## src/rtl/uart_bram_pkg.sv

```systemverilog
// Shared command/response codes and FSM state encoding for the UART-to-SRAM command parser.
package uart_bram_pkg;

    localparam logic [7:0] CMD_WR      = 8'h57;  // 'W'
    localparam logic [7:0] CMD_RD      = 8'h52;  // 'R'
    localparam logic [7:0] RSP_OK      = 8'h4B;  // 'K'
    localparam logic [7:0] RSP_BADCMD  = 8'h3F;  // '?'
    localparam logic [7:0] RSP_BADADDR = 8'h21;  // '!'

    localparam logic [2:0] ST_IDLE     = 3'd0;
    localparam logic [2:0] ST_GET_ADDR = 3'd1;
    localparam logic [2:0] ST_GET_DATA = 3'd2;
    localparam logic [2:0] ST_WRITE    = 3'd3;
    localparam logic [2:0] ST_READ     = 3'd4;
    localparam logic [2:0] ST_SEND     = 3'd5;

    localparam int DEFAULT_TIMEOUT = 2700000;

endpackage

```

## src/rtl/uart_bram_cmd_timeout.sv

```systemverilog
// Inter-byte timeout: counts enabled cycles without clr, pulses expire on the CYCLES-th one.
// Latency: expire is combinational from the count; the count self-clears on expiry.
module cmd_timeout #(
    parameter int CYCLES = 2700000
) (
    input  logic clk,
    input  logic rst_n,
    input  logic en,
    input  logic clr,
    output logic expire
);

    localparam int CW = $clog2(CYCLES + 1);
    localparam logic [CW-1:0] LAST = CW'(CYCLES - 1);

    logic [CW-1:0] count;

    assign expire = en && !clr && (count == LAST);

    always_ff @(posedge clk or negedge rst_n) begin
        if (!rst_n) begin
            count <= '0;
        end else if (clr || !en || expire) begin
            count <= '0;
        end else begin
            count <= count + CW'(1);
        end
    end

endmodule

```

## src/rtl/uart_bram_cmd.sv

```systemverilog
// Parses 'W',addr,data / 'R',addr byte commands from the UART into Gowin SP SRAM accesses.
// Latency: write 2, read RD_LATENCY+2, error 1 cycle(s) from last byte to tx_valid.
// Backpressure: response held on tx_valid until tx_ready; bytes arriving meanwhile are dropped.
module uart_bram_cmd
    import uart_bram_pkg::*;
#(
    parameter int ADDR_W         = 4,
    parameter int DATA_W         = 8,
    parameter int RD_LATENCY     = 2,
    parameter int TIMEOUT_CYCLES = DEFAULT_TIMEOUT
) (
    input  logic              clk,
    input  logic              rst_n,
    input  logic [DATA_W-1:0] rx_data,
    input  logic              rx_valid,
    output logic [DATA_W-1:0] tx_data,
    output logic              tx_valid,
    input  logic              tx_ready,
    output logic              bram_ce,
    output logic              bram_oce,
    output logic              bram_wre,
    output logic              bram_reset,
    output logic [ADDR_W-1:0] bram_ad,
    output logic [DATA_W-1:0] bram_din,
    input  logic [DATA_W-1:0] bram_dout,
    output logic              busy,
    output logic              err_overrun
);

    localparam int RDW = $clog2(RD_LATENCY + 1);
    localparam logic [RDW-1:0] RD_LAST = RDW'(RD_LATENCY);

    logic [2:0]     state;
    logic           isWrite;
    logic [RDW-1:0] rdCnt;
    logic           toEn;
    logic           toExpire;
    logic           addrBad;

    assign toEn    = (state == ST_GET_ADDR) || (state == ST_GET_DATA);
    // Reject rather than truncate: any bit above the address field makes it out of range.
    assign addrBad = (rx_data >> ADDR_W) != '0;

    cmd_timeout #(
        .CYCLES (TIMEOUT_CYCLES)
    ) u_timeout (
        .clk    (clk),
        .rst_n  (rst_n),
        .en     (toEn),
        .clr    (rx_valid),
        .expire (toExpire)
    );

    assign tx_valid   = (state == ST_SEND);
    assign bram_ce    = (state == ST_WRITE) || (state == ST_READ);
    assign bram_oce   = (state == ST_READ);
    assign bram_wre   = (state == ST_WRITE);
    assign busy       = (state != ST_IDLE);
    assign bram_reset = ~rst_n;

    always_ff @(posedge clk or negedge rst_n) begin
        if (!rst_n) begin
            state       <= ST_IDLE;
            isWrite     <= 1'b0;
            rdCnt       <= '0;
            tx_data     <= '0;
            bram_ad     <= '0;
            bram_din    <= '0;
            err_overrun <= 1'b0;
        end else begin
            if (rx_valid && (state == ST_WRITE || state == ST_READ || state == ST_SEND)) begin
                err_overrun <= 1'b1;
            end
            case (state)
                ST_IDLE: begin
                    if (rx_valid) begin
                        if (rx_data == DATA_W'(CMD_WR)) begin
                            isWrite <= 1'b1;
                            state   <= ST_GET_ADDR;
                        end else if (rx_data == DATA_W'(CMD_RD)) begin
                            isWrite <= 1'b0;
                            state   <= ST_GET_ADDR;
                        end else begin
                            tx_data <= DATA_W'(RSP_BADCMD);
                            state   <= ST_SEND;
                        end
                    end
                end
                ST_GET_ADDR: begin
                    if (rx_valid) begin
                        if (addrBad) begin
                            tx_data <= DATA_W'(RSP_BADADDR);
                            state   <= ST_SEND;
                        end else begin
                            bram_ad <= rx_data[ADDR_W-1:0];
                            rdCnt   <= '0;
                            state   <= isWrite ? ST_GET_DATA : ST_READ;
                        end
                    end else if (toExpire) begin
                        state <= ST_IDLE;
                    end
                end
                ST_GET_DATA: begin
                    if (rx_valid) begin
                        bram_din <= rx_data;
                        state    <= ST_WRITE;
                    end else if (toExpire) begin
                        state <= ST_IDLE;
                    end
                end
                ST_WRITE: begin
                    tx_data <= DATA_W'(RSP_OK);
                    state   <= ST_SEND;
                end
                ST_READ: begin
                    // One extra cycle beyond RD_LATENCY covers the request edge itself.
                    if (rdCnt == RD_LAST) begin
                        tx_data <= bram_dout;
                        state   <= ST_SEND;
                    end else begin
                        rdCnt <= rdCnt + RDW'(1);
                    end
                end
                ST_SEND: begin
                    if (tx_ready) begin
                        state <= ST_IDLE;
                    end
                end
                default: state <= ST_IDLE;
            endcase
        end
    end

endmodule

```

## config.mk

```make
export PLATFORM = sky130hd
export DESIGN_NAME = uart_bram_cmd
export DESIGN_NICKNAME = d
export VERILOG_FILES = /design/src/rtl/uart_bram_pkg.sv /design/src/rtl/uart_bram_cmd_timeout.sv /design/src/rtl/uart_bram_cmd.sv
export SDC_FILE = /design/constraint.sdc
export NUM_CORES = 1
export LEC_CHECK = 0
export CAP_MARGIN = 20
export CORE_ASPECT_RATIO = 0.7
export CORE_MARGIN = 1
export CORE_UTILIZATION = 47
export CTS_BUF_LIST = sky130_fd_sc_hd__clkbuf_16
export CTS_CLUSTER_DIAMETER = 120
export CTS_CLUSTER_SIZE = 14
export DETAILED_ROUTE_END_ITERATION = 7
export GPL_ROUTABILITY_DRIVEN = 0
export PLACE_DENSITY_LB_ADDON = 0.25
export SYNTH_ARGS = -nofsm -noshare
export SYNTH_HDL_FRONTEND = slang
export SYNTH_SLANG_ARGS = --single-unit
```

## constraint.sdc

```tcl
create_clock -name clk -period 2 [get_ports clk]
set_input_delay 0.4 -clock clk [delete_from_list [all_inputs] [get_ports clk]]
set_output_delay 0.4 -clock clk [all_outputs]
set_load 0.02 [all_outputs]
```

==> key figures <==
Drt
  – Iter 0 DRT Violations: 205
  – Vias/cell: 5.53
  – DRT antenna net count: 0
  – DR WL/cell: 14.7 um
  – Routed vias: 2,200
  – Drt total wl: 5860 um
  – Initial DRT Pass Iterations: 4
  – Drc violations: 0

Worst setup path
  – Critical-path top delay cell: dfrtp_1
  – Worst EP required: 1.60 ns
  – Crit. End Element: output port
  – Crit Path Class: flop to output port
  – Worst Path Arrival: 1.52 ns
  – CP cell instances: nand2b_1 -> or2_2 -> nand2_1 -> clkdlybuf4s15_1
  – Critical Path Fanout Max: 4
  – Crit-path max cell delay: 0.38 ns
  – R2r setup slk: 0.10 ns
  – Crit. Startpoint: state[2]$_DFFE_PN0P_
  – CP Launch Type: flop
  – Critical R2R Launch: state[1]$_DFFE_PN0P_

Floorplan
  – Die Y: 63.4 um
  – Top-Level Pins: 47
  – Die width: 89.7 um
  – # rows: 21
  – Core area: 4970 um^2
  – Initial Util: 50.9%
  – Die area: 5680 um^2

Synthesis
  – Synthesized area: 2530 um^2
  – Ys async rst share: 100%
  – Top post-synthesis cells by area: dfrtp_1 48%, mux2_2 5.8%, xnor2_1 3.5%
  – Post-Syn Area per Cell: 10.1 um^2
  – Leading area contributor after synthesis: dfrtp_1
  – Yosys top cell area share: 48.5%
  – Post-Syn Nets: 272
  – FF+latch count, synth: 49
  – Post-synthesis sequential area ratio: 48.5%
  – Number of distinct library cells after synthesis: 48
  – Ys Warns: 0
  – Predominant post-synthesis flop cell: dfrtp_1
  – Synth cell count leaders: 49 x dfrtp_1, 22 x nor2_1, 16 x inv_1, 16 x nand2_1, 13 x mux2_2
  – Number of enable flip-flop cells after synthesis: 0
  – Cell with the most instances after synthesis: dfrtp_1
  – Syn Inst Count: 250

Global route
  – Initial antenna violation count: 0
  – Total gr overflow: 0
  – Largest net degree at the start of global routing: 50
  – GRT Total Usage: 23.2%
  – Vias in the first global route: 2,115
  – First-pass GRT wire length: 10,100 um

Timing
  – Max Freq: 0.522 GHz
  – Worst rel slew slack: 60.0%
  – Unrepaired setup endpoints after global routing: false
  – Clock skew: 0.00292 ns
  – Setup TNS: 0 ns
  – Slew Limit Fails: 0
  – Fin crit period: 1.92 ns
  – Fin crit share: 95.8%
  – Worst Tran Pin Value: 0.599 ns
  – Hold Slack: 0.240 ns
  – Final count of hold timing violations: 0
  – Final setup fails: 0

Min path
  – Hold WC Path Type: input port to async pin

Placement
  – # port buffers: 46
  – DP Wirelength: 4430 um
  – Post-DP Area: 3290 um^2

Clock tree
  – Num CTS Buffers: 5
  – # Post-CTS Setup Buffers: 0
  – Worst-Skew Late Latency: 0.28 ns
  – CTS H-tree lvls: 2
  – Clk slew on worst S/H paths: 0.06 ns
  – Post-cts hold buffer count: 0
  – # clock sinks: 49
  – Clock Tree Root: clkbuf_16
  – Clock buffer depth: 2
  – CTS tree: done

Layout
  – Fill cell count: 366
  – Final Util: 69.8%
  – Final net count: 350
  – Post-route cell area: 3470 um^2
  – N_diodes: 0
  – Layout cell share with drive strength beyond 1: 20.4%
  – Synth-to-Final Area Change: 37.2%

Power and ir drop
  – Power per standard cell area: 1020 nW/um^2
  – Final total power: 3.53 mW
  – Max VDD drop: 0.487 mV
  – P_leak: 1.44 nW

Flow run
  – Max Cap Viol: 0

Run status
  – Status: finished, final reports clean
-- report_power, final --
group	switching [mW]	leakage, nW	total [mW]	internal, mW
Clock	0.342	0.0826	0.923	0.581
Sequential	0.0971	0.640	1.24	1.15
Combinational	0.710	0.713	1.37	0.656
-- metal layers --
| metal | track usage (%) | vias up | wire (um) |
|---|---|---|---|
| met5 | 0 | - | 0 |
| met4 | 5.95 | 0 | 38 |
| met3 | 5.37 | 4 | 387 |
| met2 | 32.4 | 72 | 2490 |
| met1 | 35.8 | 1062 | 2940 |
| li1 | - | 1062 | - |
-- timing repair --
action / in CTS / in global routing
pin swaps: 0 / 1
setup endpoints to repair: 8 / 8
gates resized for setup: 9 / 7
-- cell usage in the layout (no fill, tap or decap), types with 2 or more instances in the layout --
master           count
a22o_1               2
buf_4               34
nor4bb_1             2
nand2b_1             9
mux2_2              13
and3_1               3
clkdlybuf4s50_1     40
nor2_1              22
xnor2_1             10
mux2i_1              6
dlygate4sd2_1        2
o21ai_0              4
nand3_2              2
nor3_1               7
a32o_1               3
clkbuf_16            5
nand4_1              7
ha_1                 2
o22ai_1              2
clkbuf_2             2
nor4_2               2
a21oi_1             11
o21a_1               3
nand4bb_1            3
nand3_1              6
and2_1               2
o31ai_1              3
inv_1               17
xor2_1               4
or4_1                4
nor4_1               8
nand2_1             16
dfrtp_1             48
-- cell type report --
| class | count | area, um^2 | share of cell area, % |
|---|---|---|---|
| repair buffers | 80 | 698 | 20.1 |
| flip-flops and latches | 49 | 1230 | 35.4 |
| clock inverters | 3 | 37.5 | 1.08 |
| multi-input cells | 176 | 1230 | 35.6 |
| clock buffers | 5 | 125 | 3.61 |
| well taps | 69 | 86.3 | 2.49 |
| inverters | 16 | 60.1 | 1.73 |
-- state kept, by name, summed over array words and instances, names as in the netlist --
name	flops
bram_ad	4
bram_din	8
err_overrun	1
isWrite	1
rdCnt	2
state	3
tx_data	8
u_timeout.count	22
-- per-stage QoR --
step | cells | setup slack [ns]
floorplan | 250 | 0.0741
global placement | 390 | -0.0957
detailed placement | 390 | -0.0813
CTS | 398 | 0.00226
global route | 398 | 0.00872
finish | 398 | 0.0840
-- critical path, delay by kind of cell, from the launching register on --
| family | cells | cell delay [ns] |
|---|---|---|
| simple gates | 3 | 0.56 |
| buf+inv | 1 | 0.30 |
| flops | 1 | 0.38 |
-- kinds of logic after synthesis --
kind of cell / share of synthesized area [%]
AO/OA/AOI/OAI: 10.2
XOR/XNOR: 4.85
adder cells (fa/ha/maj): 0.989
buffers and inverters: 3.91
flip-flops: 48.5
multiplexers: 8.16
AND/OR/NAND/NOR: 23.4
-- final timing paths --
check                      cells past startpoint                            end
max reg2reg                                    7         tx_data[2]$_DFFE_PN0P_
min                                            2  u_timeout.count[10]$_DFF_PN0_
max in group asynchronous                      2           state[0]$_DFFE_PN0P_
max                                            4                        bram_ce
min reg2reg                                    1        err_overrun$_DFFE_PN0P_
min in group clk                               1        err_overrun$_DFFE_PN0P_
(Power assumes the default switching activity.)
==> patch 1, RTL diff (same settings) <==
Make the reset (`rst_n`) synchronous in 2 clocked blocks.
--- a/src/rtl/uart_bram_cmd_timeout.sv
+++ b/src/rtl/uart_bram_cmd_timeout.sv
@@ -19,3 +19,3 @@
 
-    always_ff @(posedge clk or negedge rst_n) begin
+    always_ff @(posedge clk) begin
         if (!rst_n) begin
--- a/src/rtl/uart_bram_cmd.sv
+++ b/src/rtl/uart_bram_cmd.sv
@@ -60,3 +60,3 @@
 
-    always_ff @(posedge clk or negedge rst_n) begin
+    always_ff @(posedge clk) begin
         if (!rst_n) begin
Formal check against the unedited RTL: differs if rst_n is asserted again (counterexample within 4 cycles, from zero or initial values and one cycle with rst_n low); with rst_n held inactive, the same outputs for 10 cycles.
==> patch 1 against the unedited design <==
- wire length is 6.6% lower
- worst setup slack better by 0.0073 ns
- sequential cell count is the same
- core utilization down 2.3 points
- worst hold slack gained 0.22 ns
- design area down 6.3%
- synthesized area is 6.9% lower
Power is not compared: it rests on default switching activity, and its combinational part moved more than twofold at a synthesized area within 25%.
==> patch 1: results (changes against the unedited design) <==
stage;metric;value;unit;change
status;outcome;completed;;unchanged
placement;placed cell count;403;;was 390
global_route;met1 usage;32.5;%;was 35.8%
final_layout;layout cells sized above 1;14.3;%;was 20.4%
min_path;Worst Hold Class;flip-flop to flip-flop;;was input port to async pin
global_route;first-pass GRT wire length;8750;µm;was 10100 µm
worst_setup_path;slowest stage delay, CP;0.55;ns;was 0.38 ns
worst_setup_path;reg2reg start;u_timeout.count[10]$_SDFF_PP0_;;was state[1]$_DFFE_PN0P_
worst_setup_path;worst reg2reg path endpoint;u_timeout.count[20]$_SDFF_PP0_;;was tx_data[2]$_DFFE_PN0P_
placement;hpwl dp;4060;µm;was 4430 µm
worst_setup_path;critical path startpoint;rx_data[7];;was state[2]$_DFFE_PN0P_
synth;Netlist cell types;44;;was 48
worst_setup_path;CP Capture Point;tx_data[6]$_SDFFE_PN0P_;;was bram_ce
placement;Placed Instance Area;3100;µm²;was 3290 µm²
route;drt via density;5.18;;was 5.53
global_route;Overall Global Routing Usage;21.7;%;was 23.2%
global_route;largest net degree at the start of global routing;23;;was 50
route;Post-Route WL;5470;µm;was 5860 µm
final_layout;Final nets;363;;was 350
synth;Post-Syn Nets;292;;was 272
global_route;met2 Usage GRT;31.6;%;was 32.4%
sta;WHS;0.457;ns;was 0.240 ns
route;met3 WL post-DR;321;µm;was 387 µm
placement;Placement Setup Slack;-0.293;ns;was -0.0813 ns
final_layout;Layout fillers;398;;was 366
global_route;vias in the first global route;1818;;was 2115
synth;Post-synth top cells;dfxtp_1 (49), nor2_1 (32), mux2i_1 (21);;was dfrtp_1 (49), nor2_1 (22), inv_1 (16), nand2_1 (16), mux2_2 (13)
clock_tree;PostCTS Resize Cnt;6;;was 9
synth;Synth area leaders;dfxtp_1 (42%), mux2i_1 (8.9%), nor2_1 (5.1%);;was dfrtp_1 (48%), mux2_2 (5.8%), xnor2_1 (3.5%)
worst_setup_path;reg2reg path depth;4;;was 7
worst_setup_path;critical path arrival;2.12;ns;was 1.52 ns
sta;worst slew pin tran;0.418;ns;was 0.599 ns
sta;Worst Clk Skew;0.00262;ns;was 0.00292 ns
==> patch 1: logic make-up after synthesis <==
logic type                 after synthesis  synth area share [%]
and+or+nand+nor                        115                  26.2
DFF                                     49                  41.7
AOI/OAI and AO/OA                       43                  12.2
buffers and inverters                   26                  4.73
muxes                                   21                  8.93
xor gates and xnor gates                14                  5.21
adders and majority gates                2                  1.06
==> patch 1: final cells by class <==
| class | instances | share of cell area [%] |
|---|---|---|
| Inverter | 11 | 1.27 |
| Clock inverter | 3 | 0.424 |
| Timing Repair Buffer | 79 | 22.3 |
| Multi-Input combinational cell | 195 | 39.3 |
| Tap cell | 69 | 2.66 |
| Clock buffer | 5 | 3.85 |
| Sequential cell | 49 | 30.2 |
==> patch 1: worst max-delay path, delay by kind of cell <==
kind                   cells  cell delay, ns
multiplexers               1            0.24
AO/OA/AOI/OAI              2            0.50
buffers and inverters      1            0.42
AND/OR/NAND/NOR            1            0.55
==> patch 2, RTL diff (same settings) <==
Made on the original files. Change the parameter `RD_LATENCY` from 2 to 4. Comments in the files are not updated.
--- a/src/rtl/uart_bram_cmd.sv
+++ b/src/rtl/uart_bram_cmd.sv
@@ -8,3 +8,3 @@
     parameter int DATA_W         = 8,
-    parameter int RD_LATENCY     = 2,
+    parameter int RD_LATENCY     = 4,
     parameter int TIMEOUT_CYCLES = DEFAULT_TIMEOUT
Formal check against the unedited RTL: not equivalent (a bounded check fails within 10 cycles, from zero or initial values and one cycle with rst_n low).
==> patch 2 against the unedited design <==
- core utilization decreased by 4.1 points
- worst setup slack improved by 0.0056 ns
- first-iteration DRC count is 28% lower
- cell count increased by 0.75%
- register-to-register slack improved by 0.06 ns
- die area grew 2.5%
- design area rose by 0.14%
- wire length up 0.17%
- sequential cell count increased by 1
- power grew 2.0%
- synthesized area increased by 2.6%
- sequential share of layout area is 0.67 points higher
- via count shrank 2.7%
- largest cell class is now sequential cells
- largest power group unchanged
==> patch 2: results (changes against the unedited design) <==
stage;metric;value;unit;change
placement;Placement Setup Slack;-0.291;ns;was -0.0813 ns
final_layout;Final nets;351;;was 350
clock_tree;postcts setup bufs;0;;unchanged
synth;Post-Syn Nets;281;;was 272
global_route;Overall Global Routing Usage;21.6;%;was 23.2%
sta;Worst Clk Skew;0.00291;ns;was 0.00292 ns
synth;Post-synth ARST share;100;%;unchanged
worst_setup_path;crit-path max FO;7;;was 4
worst_setup_path;worst reg2reg path endpoint;tx_data[1]$_DFFE_PN0P_;;was tx_data[2]$_DFFE_PN0P_
placement;hpwl dp;4240;µm;was 4430 µm
worst_setup_path;setup slack, reg-to-reg;0.16;ns;was 0.10 ns
route;violation count after the first detailed-routing iteration;147;;was 205
synth;Synth area leaders;dfrtp_1 (48%), mux2_2 (5.2%), mux2i_1 (3.5%);;was dfrtp_1 (48%), mux2_2 (5.8%), xnor2_1 (3.5%)
clock_tree;clk slew on worst S/H paths;0.06;ns;about the same
worst_setup_path;reg2reg start;state[0]$_DFFE_PN0P_;;was state[1]$_DFFE_PN0P_
global_route;first-pass GRT wire length;9770;µm;was 10100 µm
sta;final count of pins violating max slew;0;;unchanged
worst_setup_path;reg2reg path depth;6;;was 7
clock_tree;Skew-Pair Late Insertion Delay;0.28;ns;about the same
final_layout;layout cells sized above 1;17.3;%;was 20.4%
synth;register area share after synthesis;48.2;%;was 48.5%
power_and_ir_drop;Peak VDD IR;0.441;mV;was 0.487 mV
clock_tree;TritonCTS Buffers;5;;unchanged
global_route;vias in the first global route;2046;;was 2115
worst_setup_path;critical path arrival;2.07;ns;was 1.52 ns
worst_setup_path;slowest stage delay, CP;0.54;ns;was 0.38 ns
placement;I/O Buffers;46;;unchanged
worst_setup_path;CP max-delay cell;clkdlybuf4s50_1;;was dfrtp_1
route;vias after detailed routing;2140;;was 2200
power_and_ir_drop;leakage power;1.54;nW;was 1.44 nW
synth;Post-synth top cells;dfrtp_1 (50), nand2_1 (19), inv_1 (18), nor2_1 (18), o21ai_0 (14);;was dfrtp_1 (49), nor2_1 (22), inv_1 (16), nand2_1 (16), mux2_2 (13)
route;Post-Route WL;5870;µm;was 5860 µm
final_layout;Layout area overhead;33.8;%;was 37.2%
sta;Rel. slew slack;58.5;%;was 60.0%
global_route;largest net degree at the start of global routing;51;;was 50
status;outcome;completed;;unchanged
sta;WHS;0.321;ns;was 0.240 ns
[patch 2: through the flow]
step                      instance area, µm²  TNS (ns)  total power [mW]  instances
after floorplan                         2590         0              2.10        258
after global placement                  3310     -1.93              2.68        393
after detailed placement                3310     -2.57              2.70        393
after CTS                               3470         0              3.62        401
after global routing                    3470         0              3.81        401
final                                   3470         0              3.60        401
[patch 2: kinds of logic (layout without fill, tap and decap cells)]
logic type                 after synthesis  in the layout  share of synthesized area, %
buffers and inverters                   28             99                          4.29
xor gates and xnor gates                14             14                          4.73
AOI/OAI and AO/OA                       45             45                          11.1
adders and majority gates                3              3                          1.45
and+or+nand+nor                         96             96                          20.9
DFF                                     50             50                          48.2
muxes                                   22             22                          9.26
[patch 2: how the worst max path moves through the flow]
stage                               from                      to  slack, ns  cells after the start
global route        state[0]$_DFFE_PN0P_                 bram_ce       0.01                      4
global placement              rx_data[4]  tx_data[2]$_DFFE_PN0P_      -0.22                      6
detailed placement            rx_data[4]  tx_data[1]$_DFFE_PN0P_      -0.29                      6
CTS                           rx_data[4]  tx_data[1]$_DFFE_PN0P_       0.01                      6
floorplan           state[2]$_DFFE_PN0P_  tx_data[6]$_DFFE_PN0P_       0.24                      4
finish                        rx_data[4]  tx_data[1]$_DFFE_PN0P_       0.09                      6
[patch 2: what timing repair did]
action | CTS | global route
gates resized for setup | 6 | 0
pin swaps | 0 | 1
hold endpoints to repair | 0 | 0
endpoints found under the setup margin | 5 | 8
[patch 2: worst reg2reg max path, stage by stage (launching register included)]
cell	delay, ns
dfrtp_2	0.45
buf_4	0.18
or2_1	0.32
nor4_4	0.39
a21oi_4	0.07
buf_4	0.19
mux2i_1	0.13
[patch 2: final cells by class]
type                            instances  area (µm²)
Multi-Input combinational cell        180        1240
Sequential cell                        50        1250
Tap cell                               72        90.1
Timing Repair Buffer                   72         657
Inverter                               19        71.3
Clock inverter                          3        40.0
Clock buffer                            5         125
Fill cell                             438        1810
[patch 2: per-layer routing]
| layer | up-vias | global-route usage, % | part of all wire, % |
|---|---|---|---|
| li1 | 1061 | - | - |
| met1 | 1022 | 33.0 | 54 |
| met2 | 48 | 30.4 | 40 |
| met3 | 9 | 5.24 | 5.0 |
| met4 | 0 | 5.16 | 0.82 |
| met5 | - | 0 | 0 |
[patch 2: power by group]
part | internal [mW] | switching, mW
combinational | 0.643 | 0.738
clock | 0.585 | 0.356
sequential | 1.17 | 0.114
